<file path="src/rtl/array_feed_scheduler_pkg.sv">
// Shared types and default sizing for the array feed scheduler.
package array_feed_scheduler_pkg;

    localparam int unsigned DefaultW       = 32;
    localparam int unsigned DefaultD       = 8;
    localparam int unsigned DefaultTimeout = 1024;
    localparam int unsigned TileCountW     = 16;

    typedef enum logic [2:0] {
        StIdle,
        StLoad,
        StWaitFull,
        StDrain,
        StDone
    } state_e;

endpackage

</file>
<file path="src/rtl/feed_rr_arbiter2.sv">
// Two-requester round-robin grant selection; the pointer only moves on a completed tile.
module feed_rr_arbiter2 (
    input  logic clk,
    input  logic reset,
    input  logic valid0,
    input  logic valid1,
    input  logic advance,
    input  logic done_id,
    output logic any_valid,
    output logic grant
);

    logic rr_q;

    always_ff @(posedge clk) begin
        if (reset) begin
            rr_q <= 1'b0;
        end else if (advance) begin
            rr_q <= ~done_id;
        end
    end

    always_comb begin
        any_valid = valid0 | valid1;
        // With a single requester the pointer is irrelevant.
        if (valid0 && valid1) begin
            grant = rr_q;
        end else begin
            grant = valid1;
        end
    end

endmodule

</file>
<file path="src/rtl/array_feed_scheduler.sv">
// Loads one D-word tile from the granted requester into the master FIFO, then waits for the
// delivery array to fill and drain it before releasing the grant.
module array_feed_scheduler
    import array_feed_scheduler_pkg::*;
#(
    parameter int unsigned W       = DefaultW,
    parameter int unsigned D       = DefaultD,
    parameter int unsigned TIMEOUT = DefaultTimeout
) (
    input  logic                  clk,
    input  logic                  reset,
    input  logic                  req0_valid,
    input  logic [W-1:0]          req0_data,
    output logic                  req0_ready,
    input  logic                  req1_valid,
    input  logic [W-1:0]          req1_data,
    output logic                  req1_ready,
    output logic                  mst_we,
    output logic [W-1:0]          mst_data,
    input  logic                  master_full,
    input  logic                  master_empty,
    input  logic                  global_read_enable,
    output logic                  grant_id,
    output logic                  busy,
    output logic                  tile_done,
    output logic [TileCountW-1:0] tile_count,
    output logic                  err
);

    localparam int unsigned CntW = $clog2(D + 1);
    localparam int unsigned TmoW = $clog2(TIMEOUT + 1);
    localparam logic [CntW-1:0] WordsPerTile = CntW'(D);
    localparam logic [CntW-1:0] LastWord     = CntW'(D - 1);
    localparam logic [TmoW-1:0] TmoLast      = TmoW'(TIMEOUT - 1);

    state_e                state_q, state_d;
    logic [CntW-1:0]       word_cnt_q, word_cnt_d;
    logic [TmoW-1:0]       tmo_q, tmo_d;
    logic                  grant_q, grant_d;
    logic [TileCountW-1:0] tile_count_q, tile_count_d;
    logic                  err_q, err_d;
    logic                  seen_re_q, seen_re_d;

    logic         arb_any;
    logic         arb_grant;
    logic         rr_advance;
    logic         load_ready;
    logic         gnt_valid;
    logic [W-1:0] gnt_data;
    logic         xfer;

    feed_rr_arbiter2 u_arb (
        .clk       (clk),
        .reset     (reset),
        .valid0    (req0_valid),
        .valid1    (req1_valid),
        .advance   (rr_advance),
        .done_id   (grant_q),
        .any_valid (arb_any),
        .grant     (arb_grant)
    );

    assign gnt_valid  = grant_q ? req1_valid : req0_valid;
    assign gnt_data   = grant_q ? req1_data : req0_data;
    assign load_ready = (state_q == StLoad) && (word_cnt_q < WordsPerTile);
    assign xfer       = load_ready & gnt_valid;

    assign req0_ready = load_ready & ~grant_q;
    assign req1_ready = load_ready & grant_q;
    assign mst_we     = xfer;
    assign mst_data   = (state_q == StLoad) ? gnt_data : '0;
    assign grant_id   = grant_q;
    assign busy       = (state_q != StIdle);
    assign tile_count = tile_count_q;
    assign err        = err_q;

    always_comb begin
        state_d      = state_q;
        word_cnt_d   = word_cnt_q;
        tmo_d        = tmo_q;
        grant_d      = grant_q;
        tile_count_d = tile_count_q;
        err_d        = err_q;
        seen_re_d    = seen_re_q;
        rr_advance   = 1'b0;
        tile_done    = 1'b0;

        unique case (state_q)
            StIdle: begin
                if (arb_any) begin
                    grant_d    = arb_grant;
                    word_cnt_d = '0;
                    state_d    = StLoad;
                end
            end
            StLoad: begin
                // A full FIFO before the tile is complete means someone else wrote into it.
                if (master_full) begin
                    err_d   = 1'b1;
                    state_d = StIdle;
                end else if (xfer) begin
                    word_cnt_d = word_cnt_q + 1'b1;
                    if (word_cnt_q == LastWord) begin
                        tmo_d   = '0;
                        state_d = StWaitFull;
                    end
                end
            end
            StWaitFull: begin
                if (master_full) begin
                    tmo_d     = '0;
                    seen_re_d = 1'b0;
                    state_d   = StDrain;
                end else if (tmo_q == TmoLast) begin
                    err_d   = 1'b1;
                    state_d = StIdle;
                end else begin
                    tmo_d = tmo_q + 1'b1;
                end
            end
            StDrain: begin
                if (global_read_enable) begin
                    seen_re_d = 1'b1;
                end
                // Empty only counts once the array has actually started reading this tile.
                if (master_empty && (seen_re_q || global_read_enable)) begin
                    state_d = StDone;
                end else if (tmo_q == TmoLast) begin
                    err_d   = 1'b1;
                    state_d = StIdle;
                end else begin
                    tmo_d = tmo_q + 1'b1;
                end
            end
            StDone: begin
                tile_done    = 1'b1;
                tile_count_d = tile_count_q + 1'b1;
                rr_advance   = 1'b1;
                state_d      = StIdle;
            end
            default: begin
                state_d = StIdle;
            end
        endcase
    end

    always_ff @(posedge clk) begin
        if (reset) begin
            state_q      <= StIdle;
            word_cnt_q   <= '0;
            tmo_q        <= '0;
            grant_q      <= 1'b0;
            tile_count_q <= '0;
            err_q        <= 1'b0;
            seen_re_q    <= 1'b0;
        end else begin
            state_q      <= state_d;
            word_cnt_q   <= word_cnt_d;
            tmo_q        <= tmo_d;
            grant_q      <= grant_d;
            tile_count_q <= tile_count_d;
            err_q        <= err_d;
            seen_re_q    <= seen_re_d;
        end
    end

endmodule

</file>
<file path="config.mk">
export PLATFORM = sky130hd
export DESIGN_NAME = array_feed_scheduler
export DESIGN_NICKNAME = d
export VERILOG_FILES = /design/src/rtl/array_feed_scheduler_pkg.sv /design/src/rtl/feed_rr_arbiter2.sv /design/src/rtl/array_feed_scheduler.sv
export SDC_FILE = /design/constraint.sdc
export NUM_CORES = 1
export LEC_CHECK = 0
export ABC_CLOCK_PERIOD_IN_PS = 4600
export CAP_MARGIN = 20
export CORE_ASPECT_RATIO = 0.9
export CORE_MARGIN = 8
export CORE_UTILIZATION = 43
export DETAILED_ROUTE_END_ITERATION = 8
export GPL_ROUTABILITY_DRIVEN = 0
export MAX_ROUTING_LAYER = met4
export PLACE_DENSITY = 0.87
export SYNTH_ARGS = -nofsm -noshare
export SYNTH_HDL_FRONTEND = slang
export SYNTH_SLANG_ARGS = --single-unit
</file>
<file path="constraint.sdc">
create_clock -name clk -period 4.6 [get_ports clk]
set_input_delay 0.46 -clock clk [delete_from_list [all_inputs] [get_ports clk]]
set_output_delay 0.46 -clock clk [all_outputs]
set_load 0.01 [all_outputs]
</file>
==> results_dict.tcl <==
set metrics [dict create \
    status "completed" \
    hpwl_mm 6.81 \
    yosys-top-cells-area "dfxtp_1 32%, mux2i_1 16%, nor2_1 9.7%, nand2_1 3.8%, xor2_1 2.9%" \
    port_buffers 125 \
    grt_remaining_overflow 0 \
    crit_required_ps 4140 \
    area_growth_pct 60.7 \
    hold_class "reg2reg" \
    tightest_slew_ps 646 \
    via_per_inst 5.51 \
    ir_worst_vdd_uv 216 \
    multiInputGateArea_sq_um 1540 \
    grt_use_total 0.203 \
    cts_sinks 38 \
    cts_resized 0 \
    grt_pass1_vias 2477 \
    min-delay-start "err$_SDFFE_PP0P_" \
    mappedNetlistNets 369 \
    synthFlopType "dfxtp_1" \
    rsz0062_at_grt "false" \
    cts_setup_buffers 0 \
    synth_edf_count 0 \
    tns_ps 0 \
    yosys.area.top_type_share 0.319 \
    fillerInstances 411 \
    arrival_ps 2170 \
    endpoint_kind "output port" \
    firstDrtPassIters 4 \
    cts.clk_slew.worst_paths_ps 80 \
    reg2reg_from "grant_id$_SDFFE_PP0P_" \
    register_area_sq_um 762 \
    ctsLongestPathBuffers 2 \
    p_switching_mw 0.209 \
    coreArea_sq_um 5320 \
    grt_max_degree 36 \
    power_frac_comb 0.225 \
    ys_ff_latch 38 \
    clk_latency_ps 300 \
    clock-root-buffer "clkbuf_8" \
    period_share 0.572 \
    layout_commonest_cell "clkdlybuf4s50_1" \
    die_area_sq_um 8200 \
    netlist_instances 295 \
    die_w_um 94.5 \
    synth_area_sq_um 2390 \
    cts_buffers 5 \
    seqPwrFrac 0.385 \
    routed_wl_mm 8.52 \
    max-cap-violations 0 \
    antenna_found_initial 1 \
    die_h_um 86.7 \
    wl_per_cell_um 17.6 \
    finalSetupViolCount 0 \
    whs_ps 453 \
    power_density_nw_per_um2 229 \
    row_count 25 \
    min_period_ps 2630 \
    yosys.area.top_type "dfxtp_1" \
    max_slew_margin 0.568 \
    cts_max_level 2 \
    drive_gt1_frac 0.0482 \
    worstPathMaxFanout 25 \
    finalMaxSlewViolations 0 \
    ant_nets 0 \
    power_frac_clock 0.390 \
    final_cell_mix "125 x clkdlybuf4s50_1, 62 x nor2_1, 37 x mux2i_1, 37 x dfxtp_1, 24 x nand2_1" \
    postCtsHoldBufs 0 \
    fin_skew_ps 13.3 \
    synthArstFlopShare 0 \
    max_freq_mhz 380 \
    critPathLaunch "grant_id$_SDFFE_PP0P_" \
    cts_tree "built" \
    postSynthAreaPerCell_sq_um 8.09 \
    start_util 0.449 \
    grt_pass1_wl_mm 12.8 \
    p_int_mw 0.672 \
    vias 2663 \
    drt_iter0_markers 156 \
    ios 126 \
    crit_type "reg2out" \
    fin_nets 488 \
    startpoint_type "flip-flop" \
    synth_warnings 0 \
    netSwitchingFraction 0.237 \
    ys_types 49 \
    drcViolationCount 0 \
    p_leak_nw 1.38 \
    hold_viol 0 \
    yosysSeqAreaShare 0.319 \
]
-- synth_stat cells (all sizes together) (4+ instances only) --
cell,count
a21oi,10
a31oi,5
and3,5
and4,4
buf,5
clkbuf,11
dfxtp,38
inv,4
mux2i,37
nand2,24
nand3,5
nand4,9
nor2,62
nor3,6
o21ai,10
xnor2,7
xor2,8
-- routing by layer --
metal,vias up,share of wire,track usage
met5,-,0,-
met4,0,0.038,0.0977
met3,15,0.086,0.0484
met2,133,0.47,0.338
met1,1223,0.40,0.222
li1,1292,-,-
-- critical path, cell delays in order, from the launching register on --
cell             delay, ps
dfxtp_2                540
buf_4                  440
mux2i_1                310
nor2_1                  70
clkdlybuf4s50_1        510
-- sequential cells by signal, indices dropped and copies added (netlist names) --
| name | flops |
|---|---|
| word_cnt_q | 4 |
| u_arb.rr_q | 1 |
| tile_count | 16 |
| err | 1 |
| tmo_q | 11 |
| state_q | 3 |
| grant_id | 1 |
| seen_re_q | 1 |
-- layout make-up --
cell class | instances | share of cell area
Antenna cell | 1 | 0.000652
Clock buffer | 5 | 0.0179
Clock inverter | 3 | 0.0179
Inverter | 4 | 0.00391
Multi-Input combinational cell | 237 | 0.402
Sequential cell | 38 | 0.199
Tap cell | 67 | 0.0218
Timing Repair Buffer | 128 | 0.337
-- power by group through the flow --
stage	combinational, mW	sequential (mW)	clock [mW]
after detailed placement	0.195	0.347	0
after floorplan	0.0778	0.343	0
after global routing	0.212	0.340	0.363
after CTS	0.195	0.339	0.349
final	0.198	0.339	0.343
after global placement	0.191	0.347	0
-- logic make-up after synthesis --
family,count (synthesis),share of synthesized area
adders and majority gates,3,0.0157
AOI/OAI and AO/OA,48,0.145
muxes,37,0.155
buffers and inverters,20,0.0351
DFF,38,0.319
xor gates and xnor gates,15,0.0550
and+or+nand+nor,134,0.275
-- stage by stage --
stage	power, mW	std cells	setup slack, ps	instance area (sq um)	util
floorplan	0.421	295	2750	2390	-
global placement	0.538	473	1870	3670	0.690
detailed placement	0.541	473	1840	3670	0.690
CTS	0.883	481	1510	3810	0.716
global route	0.916	483	1810	3840	0.722
finish	0.880	483	1970	3840	0.722
-- path summary, 6_finish.rpt --
check	to	slack (ps)	depth (start not counted)
setup reg to reg	tmo_q[1]$_SDFFE_PP0P_	2510	5
hold reg to reg	err$_SDFFE_PP0P_	450	1
setup / recovery	mst_data[30]	1970	4
hold / removal	err$_SDFFE_PP0P_	450	1
Note: power is estimated with default switching activity, not from simulation.
